[config.mk]
export PLATFORM = sky130hd
export DESIGN_NAME = osc_multi
export DESIGN_NICKNAME = d
export VERILOG_FILES = /design/src/rtl/osc_multi.sv
export SDC_FILE = /design/constraint.sdc
export NUM_CORES = 1
export LEC_CHECK = 0
export CAP_MARGIN = 25
export CORE_ASPECT_RATIO = 0.5
export CORE_MARGIN = 5
export CORE_UTILIZATION = 61
export DETAILED_ROUTE_END_ITERATION = 10
export PLACE_DENSITY = 0.88
export SLEW_MARGIN = 20
export SYNTH_ARGS = -nofsm -noshare
export SYNTH_HDL_FRONTEND = slang
export SYNTH_SLANG_ARGS = --single-unit
[constraint.sdc]
create_clock -name clk -period 6.8 [get_ports clk]
set_input_delay 1.7 -clock clk [delete_from_list [all_inputs] [get_ports clk]]
set_output_delay 1.7 -clock clk [all_outputs]
set_load 0.05 [all_outputs]
[src/rtl/osc_multi.sv]
// Multi-waveform phase-accumulator oscillator (square / saw up / saw down / triangle).
// Configuration is shadowed and only reloaded at a phase wrap so each period is glitch-free.
module osc_multi #(
  parameter int OSC_WIDTH_P     = 24,
  parameter int COUNTER_WIDTH_P = 32
) (
  input  logic                          clk,
  input  logic                          rst_n,
  input  logic                          cr_enable,
  input  logic [1:0]                    cr_waveform,
  input  logic [COUNTER_WIDTH_P-1:0]    cr_increment,
  input  logic [COUNTER_WIDTH_P-1:0]    cr_duty_cycle,
  output logic signed [OSC_WIDTH_P-1:0] osc_out,
  output logic                          osc_period_tick
);

  localparam int N = COUNTER_WIDTH_P;
  localparam int W = OSC_WIDTH_P;
  localparam logic [W-1:0] S = {1'b1, {(W-1){1'b0}}};

  typedef enum logic {IDLE = 1'b0, RUN = 1'b1} state_e;

  state_e                state_q, state_d;
  logic [N-1:0]          phase_q, phase_d;
  logic [N-1:0]          inc_q, inc_d;
  logic [N-1:0]          duty_q, duty_d;
  logic [1:0]            wave_q, wave_d;
  logic signed [W-1:0]   osc_q, osc_d;
  logic                  tick_q, tick_d;
  logic [N:0]            sum;
  logic                  reload;

  // Offset-binary phase slices are flipped into two's complement by toggling the MSB.
  function automatic logic signed [W-1:0] wave_map(input logic [N-1:0] p,
                                                   input logic [1:0]   w,
                                                   input logic [N-1:0] duty);
    logic [W-1:0] t;
    logic [W-1:0] f;
    logic [W-1:0] r;
    t = p[N-1 -: W];
    f = p[N-2 -: W];
    case (w)
      2'd0:    r = (p < duty) ? ~S : S;
      2'd1:    r = t ^ S;
      2'd2:    r = ~(t ^ S);
      default: r = p[N-1] ? ~(f ^ S) : (f ^ S);
    endcase
    return $signed(r);
  endfunction

  always_comb begin
    state_d = state_q;
    phase_d = phase_q;
    inc_d   = inc_q;
    duty_d  = duty_q;
    wave_d  = wave_q;
    osc_d   = osc_q;
    tick_d  = 1'b0;
    sum     = '0;
    reload  = 1'b0;
    case (state_q)
      IDLE: begin
        phase_d = '0;
        osc_d   = '0;
        if (cr_enable) begin
          reload  = 1'b1;
          state_d = RUN;
        end
      end
      default: begin
        if (!cr_enable) begin
          state_d = IDLE;
          phase_d = '0;
          osc_d   = '0;
        end else begin
          sum     = {1'b0, phase_q} + {1'b0, inc_q};
          phase_d = sum[N-1:0];
          tick_d  = sum[N];
          osc_d   = wave_map(phase_q, wave_q, duty_q);
          // A zero step never wraps, so reload every cycle to let a stalled oscillator restart.
          reload  = sum[N] || (inc_q == '0);
        end
      end
    endcase
    if (reload) begin
      inc_d  = cr_increment;
      duty_d = cr_duty_cycle;
      wave_d = cr_waveform;
    end
  end

  always_ff @(posedge clk) begin
    if (!rst_n) begin
      state_q <= IDLE;
      phase_q <= '0;
      inc_q   <= '0;
      duty_q  <= '0;
      wave_q  <= '0;
      osc_q   <= '0;
      tick_q  <= 1'b0;
    end else begin
      state_q <= state_d;
      phase_q <= phase_d;
      inc_q   <= inc_d;
      duty_q  <= duty_d;
      wave_q  <= wave_d;
      osc_q   <= osc_d;
      tick_q  <= tick_d;
    end
  end

  assign osc_out         = osc_q;
  assign osc_period_tick = tick_q;

endmodule

=== Word level (Yosys, flattened, before mapping) ===
Cells that the tools add are included.

* Magnitude comparators: 1
* Reductions and logical operators: 4
* Equality and inequality tests: 2
* Bitwise gates (word level): 4
* $add $sub $neg: 1
* Multiplexer cells: 6

{| class="wikitable"
|+ Operators by type and width
! cell !! count
|-
| case mux 24 bit (3 select lines) || 1
|-
| two-way mux 24 bit || 2
|-
| NOT 24 bit || 2
|-
| adder 32 x 32 -> 33 bit || 1
|-
| logical NOT 32 bit || 1
|-
| < comparator 32 bit || 1
|-
| two-way mux 1 bit || 3
|-
| AND reduction 3 bit || 1
|-
| equality test 2 x 1 -> 1 bit, second input constant || 1
|-
| equality test 2 bit, second input constant || 1
|-
| logical NOT 2 bit || 1
|-
| NOT 1 bit || 2
|-
| logical OR 1 bit || 1
|}

* Output and inout bits: 25
* Register bits after elaboration: 124
* Logic and storage cells: 25

=== Logic depth before layout (Yosys ltp) ===
* Depth after elaboration: 4
* Mapped depth: 11
* Depth with buffers taken out: 9

=== Worst setup path after synthesis ===
No wires, ideal clock.

* Kind: input to register
* Start: input rst_n
* End: register tick_q, in the netlist osc_period_tick
* Data required time: 6.672 ns
* Cell stages on the path: 6
* Buffers on the path: 3
* Arrival time: 2.757 ns
* Path slack: 3.916 ns
* Library setup time: 0.128 ns
* Path through: and2_1 -> clkbuf_1 -> nand2_1 -> clkbuf_1 -> buf_1 -> nor2_1

* Word-level cells in the longest chain between the ends: 1

{| class="wikitable"
|+ Ends and longest elaborated chain
! item !! line !! text
|-
| from (decl) || 8 || <nowiki>input logic rst_n,</nowiki>
|-
| AND reduction 3 bit (no source line) || n/a ||
|-
| to (signal assigned) || 108 || <nowiki>tick_q <= tick_d;</nowiki>
|-
| to (decl) || 29 || <nowiki>logic tick_q, tick_d;</nowiki>
|}

Every way passes these cells.
A chain may end at the register's enable or synchronous reset.

=== Worst setup path in the final report ===
* Start: input cr_enable
* End: register phase_q[30]

* Word-level cells in the longest chain between the ends: 1

{| class="wikitable"
|+ Ends and longest elaborated chain
! item !! line !! text
|-
| from (decl) || 9 || <nowiki>input logic cr_enable,</nowiki>
|-
| AND reduction 3 bit (no source line) || n/a ||
|-
| to (signal assigned) || 103 || <nowiki>phase_q <= phase_d;</nowiki>
|-
| to (decl) || 24 || <nowiki>logic [N-1:0] phase_q, phase_d;</nowiki>
|}

Every way passes these cells.

==> impl_metrics.yaml <==
timing:
  hold_viol: 0
  tns_ps: 0
  finalSetupViolCount: 0
  finalClockSkew_ps: 12.00
  tightest_slew_ps: 1039
  max_clock_freq_mhz: 280.5
  relSlewSlack: 0.3064
  hold_slack_ps: 488.3
  post-route-period-util: 0.5244
  drv_slew: 0
  rsz0062_at_grt: "false"
  min_period_ps: 3566
cts:
  cts_setup_buffers: 0
  cts_buffer_depth: 2
  cts_num_sinks: 124
  htree_num_levels: 4
  cts-root-buf: "clkbuf_16"
  post_cts_resized: 0
  hold_buffers: 0
  clk_pin_slew_worst_paths_ps: 60
  cts_tree: "yes"
  numCtsBuffers: 17
  clk_latency_ps: 420
detailed_routing:
  wl_per_cell_um: 17.47
  drtIter0Drc: 547
  antenna_left: 0
  drc: 0
  viasPerCell: 6.145
  drt-total-wl_um: 20920
  dr.pass1.iters: 5
  vias: 7362
power_and_ir_drop:
  p_int_uw: 1394
  seq_power_share: 0.414
  switching_power_uw: 530.8
  swShare: 0.2758
  power.density_mw_per_mm2: 205.1
  vdd_ir_drop_max_mv: 0.1341
  combinationalPowerShare: 0.145
  leakagePower_uw: 0.003718
  pwr-share-clk: 0.441
global_routing:
  grt_pass1_wl_um: 34160
  grt_pass1_vias: 6917
  antenna_found_initial: 1
  grt_max_degree: 68
  grtUsageTotal: 0.2671
  grt_overflow: 0
floorplan:
  core_mm2: 0.01270
  die-area_mm2: 0.01549
  rows: 29
  initial_core_util: 0.6233
  io_pins: 94
  die_y_um: 90.56
  die_w_um: 171.1
placed_design:
  io_buffers: 93
  gp_congestion: 0.9399
  dp_hpwl_um: 14520
synth:
  synth.distinct_cells: 58
  synth_cells: 961
  synth_top_cell_by_area: "dfxtp_1"
  synthFlopType: "dfxtp_1"
  synth_seq_cells: 124
  synth_top_area_share: 0.3136
  synth.area.top_cells: "dfxtp_1, ha_1, nand2_1"
  async_reset_ff_frac: 0
  yosysWarnings: 0
  synth-edff-count: 0
  synth_area_mm2: 0.007916
  syn_nets: 1094
  synth.avg_cell_area_um2: 8.238
  ys_seq_area_frac: 0.3136
cells_and_area:
  diodes: 0
  drive_gt1_frac: 0.1099
  fillers: 983
  fin_nets: 1150
  area_growth_pct: 18.54
setup_path:
  crit_buf_inv: 2
  path_cells: "clkdlybuf4s50_1 > and2_2 > nand2_1 > buf_4 > nor3_1 > mux2i_1 > o311ai_0"
  worst_path_largest_cell_delay_ps: 600
  start_kind: "input port"
  cp_data_arrival_time_ps: 3840
  worst_setup_path_end_kind: "flip-flop"
  r2r-start: "inc_q[0]"
  rrSetupSlack_ps: 3280
  cp_slowest_cell: "nand2_1"
  crit_fanout: 30
  worstSetupPathType: "input port to flip-flop"
  crit_start: "cr_enable"
  crit_family: "simple AND/OR/NAND/NOR gates"
  worstPathRequired_ps: 7070
worst_hold_path:
  worstHoldStart: "duty_q[2]"
  hold_class: "flip-flop to flip-flop"
job:
  drv_cap: 0
status:
  status: "completed"
==> power by group through the flow <==
stage	Clock, µW	Combinational (µW)	Sequential [µW]
6_report	849	278	798
5_1_grt	890	303	801
4_1_cts	854	277	797
3_5_place_dp	0	273	812
3_3_place_gp	0	264	810
2_1_floorplan	0	177	815
==> metrics by stage <==
step | worst slack, ps | total power (µW) | instance area [µm²] | instances | util
after floorplan | 3916 | 991.2 | 7916 | 961 | -
after global routing | 3139 | 1994 | 9384 | 1198 | 0.7389
after CTS | 3287 | 1927 | 9384 | 1198 | 0.7389
final | 3234 | 1925 | 9384 | 1198 | 0.7389
after detailed placement | 2856 | 1085 | 8842 | 1168 | 0.6963
after global placement | 2921 | 1075 | 8842 | 1168 | 0.6963
==> worst min-delay path: cells and delay by family, from the launching register on <==
family	cells	cell delay, ps
flops	1	320
compound gates	1	70
simple gates	1	60
==> layout make-up <==
type | instances | area, µm² | area share
sequential | 124 | 2482 | 0.2645
clock buffer | 20 | 446.7 | 0.04760
inverter | 37 | 138.9 | 0.01480
clock inverter | 10 | 95.09 | 0.01013
multi-input combinational | 736 | 5017 | 0.5347
tap | 170 | 212.7 | 0.02267
timing repair buffer | 101 | 991.0 | 0.1056
==> state kept, by name, summed over array words and instances (netlist names) <==
name,cells
phase_q,32
duty_q,32
osc_out,24
state_q,1
osc_period_tick,1
inc_q,32
wave_q,2
==> cells in the mapped netlist (2+ instances only) <==
library cell / count
nand2_1: 194
dfxtp_1: 124
nand3_1: 77
ha_1: 63
clkbuf_1: 43
nor2_1: 41
o211ai_1: 40
o211ai_2: 40
inv_1: 37
xnor2_1: 35
a21oi_1: 33
o21ai_0: 24
a221oi_1: 23
mux2_2: 23
a21o_1: 18
nor3_1: 15
buf_2: 12
nand4_1: 12
nor4_1: 9
a31oi_1: 8
and2_1: 8
o21a_1: 8
a211oi_1: 7
xor2_1: 7
buf_6: 6
nand2b_1: 5
o21bai_1: 4
a211o_1: 3
buf_1: 3
a2111oi_0: 2
a21oi_2: 2
a221o_1: 2
a41o_1: 2
and3_1: 2
mux2i_1: 2
nor3b_1: 2
o31ai_1: 2
o31ai_2: 2
or4_1: 2
==> cell families (layout without fill, tap and decap cells) <==
family / count (synthesis) / count (layout) / synth area share
and+or+nand+nor: 373 / 373 / 0.2082
AOI/OAI and AO/OA: 232 / 232 / 0.2390
DFF: 124 / 124 / 0.3136
buffers and inverters: 101 / 168 / 0.05548
adders and majority gates: 64 / 64 / 0.1021
xor gates and xnor gates: 42 / 42 / 0.04647
muxes: 25 / 25 / 0.03525
==> cell usage in the layout (no fill, tap or decap), types with 3 or more instances in the layout <==
cell	n
nor4_1	9
nor3_1	15
a21oi_1	33
dfxtp_1	124
o211ai_2	40
nor2_1	41
and2_1	6
xor2_1	7
a211oi_1	7
buf_4	8
o21ai_0	24
clkbuf_16	17
a221oi_1	23
a211o_1	3
clkinvlp_4	5
inv_1	37
clkdlybuf4s50_1	93
a31oi_1	8
o21bai_1	4
ha_1	63
nand4_1	12
xnor2_1	35
nand2_1	194
a21o_1	18
mux2_2	23
nand2b_1	5
nand3_1	77
o21a_1	8
o211ai_1	40
==> metal layers <==
layer,global-route usage,share of wire
met4,0.08108,0.016
met1,0.3522,0.44
met2,0.4506,0.48
met3,0.04154,0.059
met5,0,0
==> path summary, 6_finish.rpt <==
path / end / cells past startpoint
worst max-delay path: phase_q[30] / 7
worst min-delay path: duty_q[2] / 2
worst max register to register: duty_q[14] / 9
worst min register to register: duty_q[2] / 2
Note: power is estimated with default switching activity, not from simulation.
